## src/rtl/parking_lot_controller.sv

```systemverilog
// -----------------------------------------------------------------------------
// parking_lot_controller
//   Occupancy counter plus entry-gate sequencer for a single-lane car park.
//   The gate opens for a waiting car while the lot has room, closes after the
//   car enters or after TIMEOUT idle cycles, then rests for one cycle.
//   Requests made while the lot is full are answered with a one-cycle reject.
//
//   Optional build macro: PARKING_LOT_ERR_EN
//     defined   -> err goes sticky high on an overflow or underflow attempt
//     undefined -> err is tied to 0
//   Saturation of the count is identical in both builds.
// -----------------------------------------------------------------------------
module parking_lot_controller #(
   parameter int CAPACITY = 25,  // maximum cars, 1 .. 2**CNT_W-1
   parameter int CNT_W    = 5,   // occupancy counter width
   parameter int TIMEOUT  = 8    // open cycles without an enter pulse, >= 1
) (
   input  logic             clk,
   input  logic             reset,
   input  logic             enter,
   input  logic             exit,
   input  logic             entry_req,
   output logic             gate_open,
   output logic [CNT_W-1:0] count,
   output logic             full,
   output logic             empty,
   output logic             reject,
   output logic             err
);

   // The timer only has to reach TIMEOUT-1, its value on the last open cycle.
   localparam int TMR_W = (TIMEOUT > 1) ? $clog2(TIMEOUT) : 1;

   localparam logic [CNT_W-1:0] CAP_V    = CNT_W'(CAPACITY);
   localparam logic [TMR_W-1:0] TMR_LAST = TMR_W'(TIMEOUT - 1);

   typedef enum logic [1:0] {
      IDLE  = 2'd0,
      OPEN  = 2'd1,
      CLOSE = 2'd2
   } state_t;

   state_t           state;
   state_t           state_d;
   logic [TMR_W-1:0] timer;
   logic [TMR_W-1:0] timer_d;
   logic             reject_block;  // set after a reject until entry_req drops
   logic             reject_cond;
   logic             inc;
   logic             dec;

   assign full      = (count == CAP_V);
   assign empty     = (count == '0);
   assign gate_open = (state == OPEN);

   // Both pulses together mean one car in and one car out: no net change.
   assign inc = enter & ~exit;
   assign dec = exit & ~enter;

   assign reject_cond = (state == IDLE) && entry_req && full && !reject_block;

   // State and gate timer registers.
   // NOTE: sequential state uses non-blocking assignments so every register
   // samples the pre-edge values and simulation matches the synthesized flops.
   always_ff @(posedge clk) begin
      if (reset) begin
         state <= IDLE;
         timer <= '0;
      end else begin
         state <= state_d;
         timer <= timer_d;
      end
   end

   // Gate sequencing: next state and next timer value.
   // NOTE: every output of this block gets a default first, so no path can
   // leave a variable unassigned and infer a latch.
   always_comb begin
      state_d = state;
      timer_d = '0;
      case (state)
         IDLE: begin
            if (entry_req && !full) begin
               state_d = OPEN;
            end
         end
         OPEN: begin
            if (enter || (timer == TMR_LAST)) begin
               state_d = CLOSE;
            end else begin
               timer_d = timer + 1'b1;
            end
         end
         CLOSE: begin
            state_d = IDLE;
         end
         default: begin
            state_d = IDLE;
         end
      endcase
   end

   // Occupancy counter, saturating at both ends; counts in every gate state.
   always_ff @(posedge clk) begin
      if (reset) begin
         count <= '0;
      end else if (inc && !full) begin
         count <= count + 1'b1;
      end else if (dec && !empty) begin
         count <= count - 1'b1;
      end
   end

   // One-cycle reject pulse, re-armed only once entry_req is seen low.
   always_ff @(posedge clk) begin
      if (reset) begin
         reject       <= 1'b0;
         reject_block <= 1'b0;
      end else begin
         reject <= reject_cond;
         if (!entry_req) begin
            reject_block <= 1'b0;
         end else if (reject_cond) begin
            reject_block <= 1'b1;
         end
      end
   end

`ifdef PARKING_LOT_ERR_EN
   // Sticky error on an attempt to count past either end; only reset clears it.
   always_ff @(posedge clk) begin
      if (reset) begin
         err <= 1'b0;
      end else if ((inc && full) || (dec && empty)) begin
         err <= 1'b1;
      end
   end
`else
   assign err = 1'b0;
`endif

endmodule

```

## config.mk

```make
export PLATFORM = sky130hd
export DESIGN_NAME = parking_lot_controller
export DESIGN_NICKNAME = d
export VERILOG_FILES = /design/src/rtl/parking_lot_controller.sv
export SDC_FILE = /design/constraint.sdc
export NUM_CORES = 1
export LEC_CHECK = 0
export BUFFER_PORTS_ARGS = -buffer_cell sky130_fd_sc_hd__buf_2
export CORE_MARGIN = 2
export CORE_UTILIZATION = 49
export CTS_BUF_LIST = sky130_fd_sc_hd__clkbuf_8
export CTS_CLUSTER_SIZE = 10
export DETAILED_ROUTE_END_ITERATION = 16
export PLACE_DENSITY = 0.76
export SYNTH_ARGS = -nofsm -noshare
export SYNTH_HDL_FRONTEND = slang
export SYNTH_SLANG_ARGS = --single-unit
```

## constraint.sdc

```tcl
create_clock -name clk -period 2.6 [get_ports clk]
set_clock_uncertainty 0.2 [all_clocks]
set_input_delay 0.39 -clock clk [delete_from_list [all_inputs] [get_ports clk]]
set_output_delay 0.39 -clock clk [all_outputs]
set_load 0.05 [all_outputs]
```

# == Yosys cells after proc, flatten, opt, wreduce, memory -nomap -nowiden ==
# Cells that the tools add are included.
# word_totals
register_bits,12
input_bits,5
output_inout_bits,10
wordCells,40
# op_classes
add_sub_neg,3
n_eq_ne,5
n_mux,5
bitwise,6
reduce_logical,16
# op_table
cell,count
5-bit two-way mux,2
1-bit logical AND,6
"5-bit by 1-bit adder with 5-bit output, second input constant",1
"5-bit equality test, second input constant",1
5-bit logical NOT,1
"5-bit by 1-bit subtractor with 5-bit output, second input constant",1
2-bit two-way mux,2
"2-bit by 1-bit != test with 1-bit output, second input constant",2
1-bit NOT,4
2-bit one-hot mux with 2 select lines,1
"3-bit by 1-bit adder with 3-bit output, second input constant",1
"3-bit equality test, second input constant",1
1-bit logical NOT,3
3-bit OR reduction,1
1-bit AND,2
"2-bit by 1-bit equality test with 1-bit output, second input constant",1
2-bit logical NOT,1
2-bit AND reduction,1
2-bit nonzero test,1
2-bit OR reduction,1
1-bit logical OR,1

# == Longest topological paths before layout ==
# Gate-level depths: netlist of run 1.
# depth
ltp_word,5
depth_mapped,9
ltp_nobuf,8

# == Least setup slack after synthesis of run 1 ==
# Ideal clock, no wire load.
# synth_path
kind,reg2out
from,reg count[1]
to,out empty
t_arrival_ns,2.363
t_required_ns,2.010
path_slack_ns,-0.353
path_stages_with_launch,4
path_buffers,1
cell_sequence,dfxtp_1 > or2_1 > buf_6 > nor4_1
# synth_via
elab_chain_cells,1
# synth_rtl
item,line_no,rtl
"start, declared",24,"output logic [CNT_W-1:0] count,"
"start signal, assigned",108,count <= count + 1'b1;
"start signal, assigned",110,count <= count - 1'b1;
5-bit logical NOT,53,assign empty = (count == '0);
"end, declared",26,"output logic empty,"
# Every way passes these cells.

# == Final worst setup path of run 1 ==
# layout_path
from,reg count[1]
to,reg count[4]
# layout_via
elab_chain_cells,4
elab_cells_between_ends,11
classes_between,2 x add/sub; 1 x eq/ne; 2 x mux; 6 x reduce/logical
# layout_rtl
item
"parallel branches: the longest is 4 deep, another holds 5-bit by 1-bit subtractor with 5-bit output"
# Several ways; the timed one is not identified. The select of a mux whose other input is x is not followed.
# A chain may end at the register's enable or synchronous reset.

==> run metrics, run 1 <==
hpwl dp=1.034 mm; num rows=13; slowest cell delay on critical path=0.47 ns; CP arrival=about 2.4 ns; CP endpoint kind=flip-flop; WL/cell=around 12 um; Max Clk Rate=~0.41 GHz; Syn. warnings=0; CP max FO=10; most frequent cells in the layout=13 x buf_2, 9 x dfxtp_1, 6 x nor2_1, 6 x ha_1, 5 x nand3_1; initial core utilization=a little over half; DR vias/cell=around 5.5; clock tree buffer depth=2; Crit-path slowest cell=or4b_1; commonest non-fill, non-tap cell in the layout=buf_2; leakage power=0.3893 nW; Vias=~580; max_slew headroom=between 50% and 60%; H-tree Lvls=1; Starting DRT DRC Count=10; Period Utilization, post-route=93.47%; initial antenna violation count=0; IO Port Bufs=13; Final TNS setup=0 ns; Netlist cell types=34; Ports=15; vias in the first global route=roughly 460; largest net degree at the start of global routing=11; cell taking the most area after synthesis=dfxtp_1; total die area=1681 sq um; Post-synth ARST share=0%; Residual DRC=0; TritonRoute pass-1 iters=4; Critical Path RT=2.58 ns; core footprint=~1300 sq um; Bufs and invs on worst path=0; PD cells=about 840 nW/um^2; worst skew pair latency=0.24 ns; GP Congestion=approximately 0.76; critical path, cell by cell=or2_1, o21bai_4, ha_1, a21oi_1, nand2_1, or4b_1, nand4b_1; Final Max Slew Viols=0; Worst Hold Class=in2reg; grt ovf=0; Final Setup Violations=0; area share of the largest cell type after synthesis=~36%; outcome=completed; Mapped Cells=75; Routed WL=1.318 mm; diodes inserted=0; Synth Flop Type=dfxtp_1; Max VDD drop=0.0005060 V; clock slew at reported path FFs=approximately 0.050 ns; Layout Area Growth over Synthesis=22.20%; Avg Cell Area, Syn=8.942 sq um; synth top area cells=dfxtp_1 36%, ha_1 11%, nand3_1 3.7%; Post-synth EDFFs=0; critical path class=reg2reg; CTS tree=built; fin nets=104; register area share after synthesis=between 30% and 40%; first-pass GRT wire length=slightly below 2 mm; Worst-Margin Slew=roughly 0.68 ns; total power=between 0.0006 and 0.0007 W; Top delay family on crit path=simple AND/OR/NAND/NOR gates; share of layout cells above drive strength 1=a little over a quarter; Startpoint Class=flip-flop; CTS root buf=clkbuf_8; Post-Syn Nets=87; unrepaired setup endpoints after global routing=no; Netlist Area Pre-Place=~670 sq um; Final Hold Fails=0; Die W=between 40 and 50 um; Tmin final=around 2.4 ns; Total GRT Usage=18.09%; total of max-cap violations=0; Die Span Y=41.00 um; remaining antenna violation count after routing=0; CTS Buf Count=3; Yosys reg bits=12; Sinks on Clock Net=12
## cell families (layout without fill, tap and decap cells)
family / count (synthesis) / in the layout / synth area share (%)
buffers and inverters: 6 / 22 / 5.037
flip-flops: 12 / 12 / 35.82
AO/OA/AOI/OAI: 14 / 14 / 14.18
adder cells (fa/ha/maj): 7 / 7 / 14.18
other: 1 / 1 / 0.5592
AND/OR/NAND/NOR: 34 / 34 / 28.92
XOR/XNOR: 1 / 1 / 1.306
## metrics by stage
stage	hold WS [ns]	cells	setup slack [ns]	util, %	area, sq um
after detailed placement	0.2322	102	0.08443	58.91	757.0
after global placement	0.2161	102	0.1576	58.91	757.0
after floorplan	0.1977	75	0.007647	-	684.4
after CTS	0.2067	106	0.07161	63.19	812.0
after global routing	0.2169	106	0.03887	63.78	819.5
final	0.2047	106	0.1698	63.78	819.5
## final timing paths
check / endpoint / startpoint / cells past startpoint / slack (ns)
worst max-delay path: count[4] / count[1] / 7 / 0.17
worst min-delay path: count[2] / reset / 2 / 0.20
worst max register to register: count[4] / count[1] / 7 / 0.17
worst min register to register: timer[0] / timer[0] / 1 / 0.24
## registers in the layout, summed over array words and instances (netlist names)
register and cells:
reject_block 1, count 5, state 2, timer 3, reject 1
## Yosys cell counts, types with 2 or more instances
cell and count:
nand2_1 3, nor4_1 2, o21ai_0 3, ha_1 6
a21oi_1 4, dfxtp_1 12, inv_1 4, nor2_1 6
and2_1 2, nand3_1 5, nor3_1 4, and4_1 2
## report_power, final
part / total (W) / internal [W] / switching, W
Sequential: 0.000234 / 0.000206 / 0.0000284
Combinational: 0.000253 / 0.0000798 / 0.000173
Clock: 0.000202 / 0.000134 / 0.0000679
Total: 0.000688 / 0.000419 / 0.000269
## worst reg2reg max path, stage by stage, from the launching register on
cell      delay [ns]
dfxtp_1         0.33
or2_1           0.34
o21bai_4        0.29
ha_1            0.32
a21oi_1         0.20
nand2_1         0.10
or4b_1          0.47
nand4b_1        0.10
## routing by layer
layer / track usage, % / share of wire [%] / vias to the layer above
met5: 0 / 0 / -
met4: 10.00 / 1.4 / 0
met3: 4.891 / 3.0 / 4
met2: 25.78 / 46 / 8
met1: 24.18 / 49 / 267
li1: - / - / 304
## cell type report
| type | count | area (sq um) |
|---|---|---|
| multi-input cells | 57 | 414.1 |
| flip-flops and latches | 12 | 244.0 |
| inverters | 4 | 15.01 |
| repair buffers | 14 | 72.57 |
| clock buffers | 4 | 55.05 |
| fillers | 117 | 465.4 |
| well taps | 15 | 18.77 |
## what timing repair did
| item | CTS | global route |
|---|---|---|
| resized for setup | 0 | 1 |
| setup buffers | 0 | 0 |
| hold buffers | 0 | 0 |
| setup endpoints to repair | 0 | 1 |
Power figures use the tool's default switching activity.
==> run 2: changes to the inputs <==
--- a/config.mk
+++ b/config.mk
@@ -7,11 +7,10 @@
 export LEC_CHECK = 0
 export BUFFER_PORTS_ARGS = -buffer_cell sky130_fd_sc_hd__buf_2
 export CORE_MARGIN = 2
-export CORE_UTILIZATION = 49
-export CTS_BUF_LIST = sky130_fd_sc_hd__clkbuf_8
+export CORE_UTILIZATION = 45
 export CTS_CLUSTER_SIZE = 10
 export DETAILED_ROUTE_END_ITERATION = 16
-export PLACE_DENSITY = 0.76
+export PLACE_DENSITY = 0.71
 export SYNTH_ARGS = -nofsm -noshare
 export SYNTH_HDL_FRONTEND = slang
 export SYNTH_SLANG_ARGS = --single-unit
==> run metrics, run 2 (same netlist as run 1, synthesis figures left out) <==
outcome=completed; CTS Buf Count=3; max_slew headroom=between 60 and 70%; Routed WL=around 1.3 mm; TritonRoute pass-1 iters=5; commonest non-fill, non-tap cell in the layout=buf_2; Critical Path RT=between 2 and 3 ns; Final Max Slew Viols=0; Die W=between 40 and 50 um; Residual DRC=0; placed cell count=about 100; CTS root buf=clkbuf_4; GP Congestion=roughly 0.8; hpwl dp=just over 1 mm; Tmin final=about 2.5 ns; Vias=612; WL/cell=between 10 and 15 um; Top delay family on crit path=simple AND/OR/NAND/NOR gates; post-route setup slack=approximately 0.15 ns; H-tree Lvls=1; CP max FO=10; initial core utilization=49.68%; worst-case reg-to-reg path depth=7; share of layout cells above drive strength 1=between 20% and 30%; clock tree buffer depth=2; hold slack=around 0.18 ns; initial antenna violation count=0; critical path, cell by cell=or2_1, o21bai_4, ha_1, a21oi_1, nand2_1, or4b_1, nand4b_1; Final TNS setup=0 ns; Worst Hold Class=in2reg; Layout Area Growth over Synthesis=19.40%; IO Port Bufs=13; CP endpoint kind=flip-flop; Period Utilization, post-route=a little over nine tenths; total of max-cap violations=0; Worst-Margin Slew=approximately 0.6 ns; Bufs and invs on worst path=0; PD cells=795.2 nW/um^2; Ports=15; Final Hold Fails=0; Die Span Y=between 40 and 50 um; worst skew pair latency=approximately 0.27 ns; CP arrival=around 2.5 ns; setup bufs post-CTS=0; CTS Hold Bufs=0; vias in the first global route=around 500; pre-CTS WS=between 0.04 and 0.05 ns; Sinks on Clock Net=12; critical path class=reg2reg; Startpoint Class=flip-flop; Final Setup Violations=0; core footprint=approximately 1400 sq um; clock slew at reported path FFs=roughly 0.080 ns; CTS tree=built; leakage power=around 0.38 nW; post-CTS sizing=0; Total GRT Usage=roughly 16%; WHS Path Cells=2; num rows=13; Max Clk Rate=just over 0.4 GHz; diodes inserted=0; remaining antenna violation count after routing=0; first-pass GRT wire length=2.228 mm; Max VDD drop=between 0.0003 and 0.0004 V; grt ovf=0; DR vias/cell=slightly below 6; Starting DRT DRC Count=11; total die area=1815 sq um; biggest regs=count: 5 flops, timer: 3 flops, state: 2 flops; unrepaired setup endpoints after global routing=no; fin nets=between 100 and 150; most frequent cells in the layout=13 x buf_2, 9 x dfxtp_1, 6 x nor2_1, 6 x ha_1, 5 x nand3_1; WP depth=7; slowest cell delay on critical path=between 0.4 and 0.5 ns; Layout Cells excl Fill=roughly 110; max reg flops=5; largest register by flop count=count; largest net degree at the start of global routing=11; Crit-path slowest cell=or4b_1
## run 2: cell count changes in the layout (fill, tap and decap cells not counted)
cell,delta
clkbuf_4,+3
clkbuf_8,-3
## run 2: final timing paths
path | start | end | slack (ns)
min reg2reg | timer[0] | timer[0] | 0.23
min | reset | count[2] | 0.18
max | count[1] | count[4] | 0.15
max reg2reg | count[1] | count[4] | 0.15
## run 2: layer usage
metal	vias to the layer above	GRT usage (%)	routed length [um]
li1	305	-	-
met1	286	22.57	666
met2	19	22.77	580
met3	2	5.172	78
met4	0	6.875	15
met5	-	0	0
## run 2: area by class of cell
class | count | area [sq um]
fill | 124 | 549.3
timing repair buffer | 14 | 72.57
tap | 15 | 18.77
sequential | 12 | 244.0
multi-input combinational | 57 | 414.1
clock buffer | 4 | 36.28
inverter | 4 | 15.01
## run 2: power by group
part | switching (W) | internal, W
Sequential | 0.0000296 | 0.000205
Clock | 0.0000637 | 0.0000851
Combinational | 0.000174 | 0.0000793
Total | 0.000267 | 0.000370
## run 2: per-stage QoR
step                 power, W  utilization, %  instance area, sq um
floorplan           0.0004416               -                 684.4
global placement    0.0004844           56.07                 757.0
detailed placement  0.0004878           56.07                 757.0
CTS                 0.0006410           58.76                 793.3
global route        0.0006774           59.31                 800.8
finish              0.0006368           59.31                 800.8
## run 2: worst reg2reg max path, cell delays in order (launching register included)
cell and delay (ns):
dfxtp_1 0.35, or2_1 0.34, o21bai_4 0.28, ha_1 0.33, a21oi_1 0.21, nand2_1 0.11
or4b_1 0.48, nand4b_1 0.11
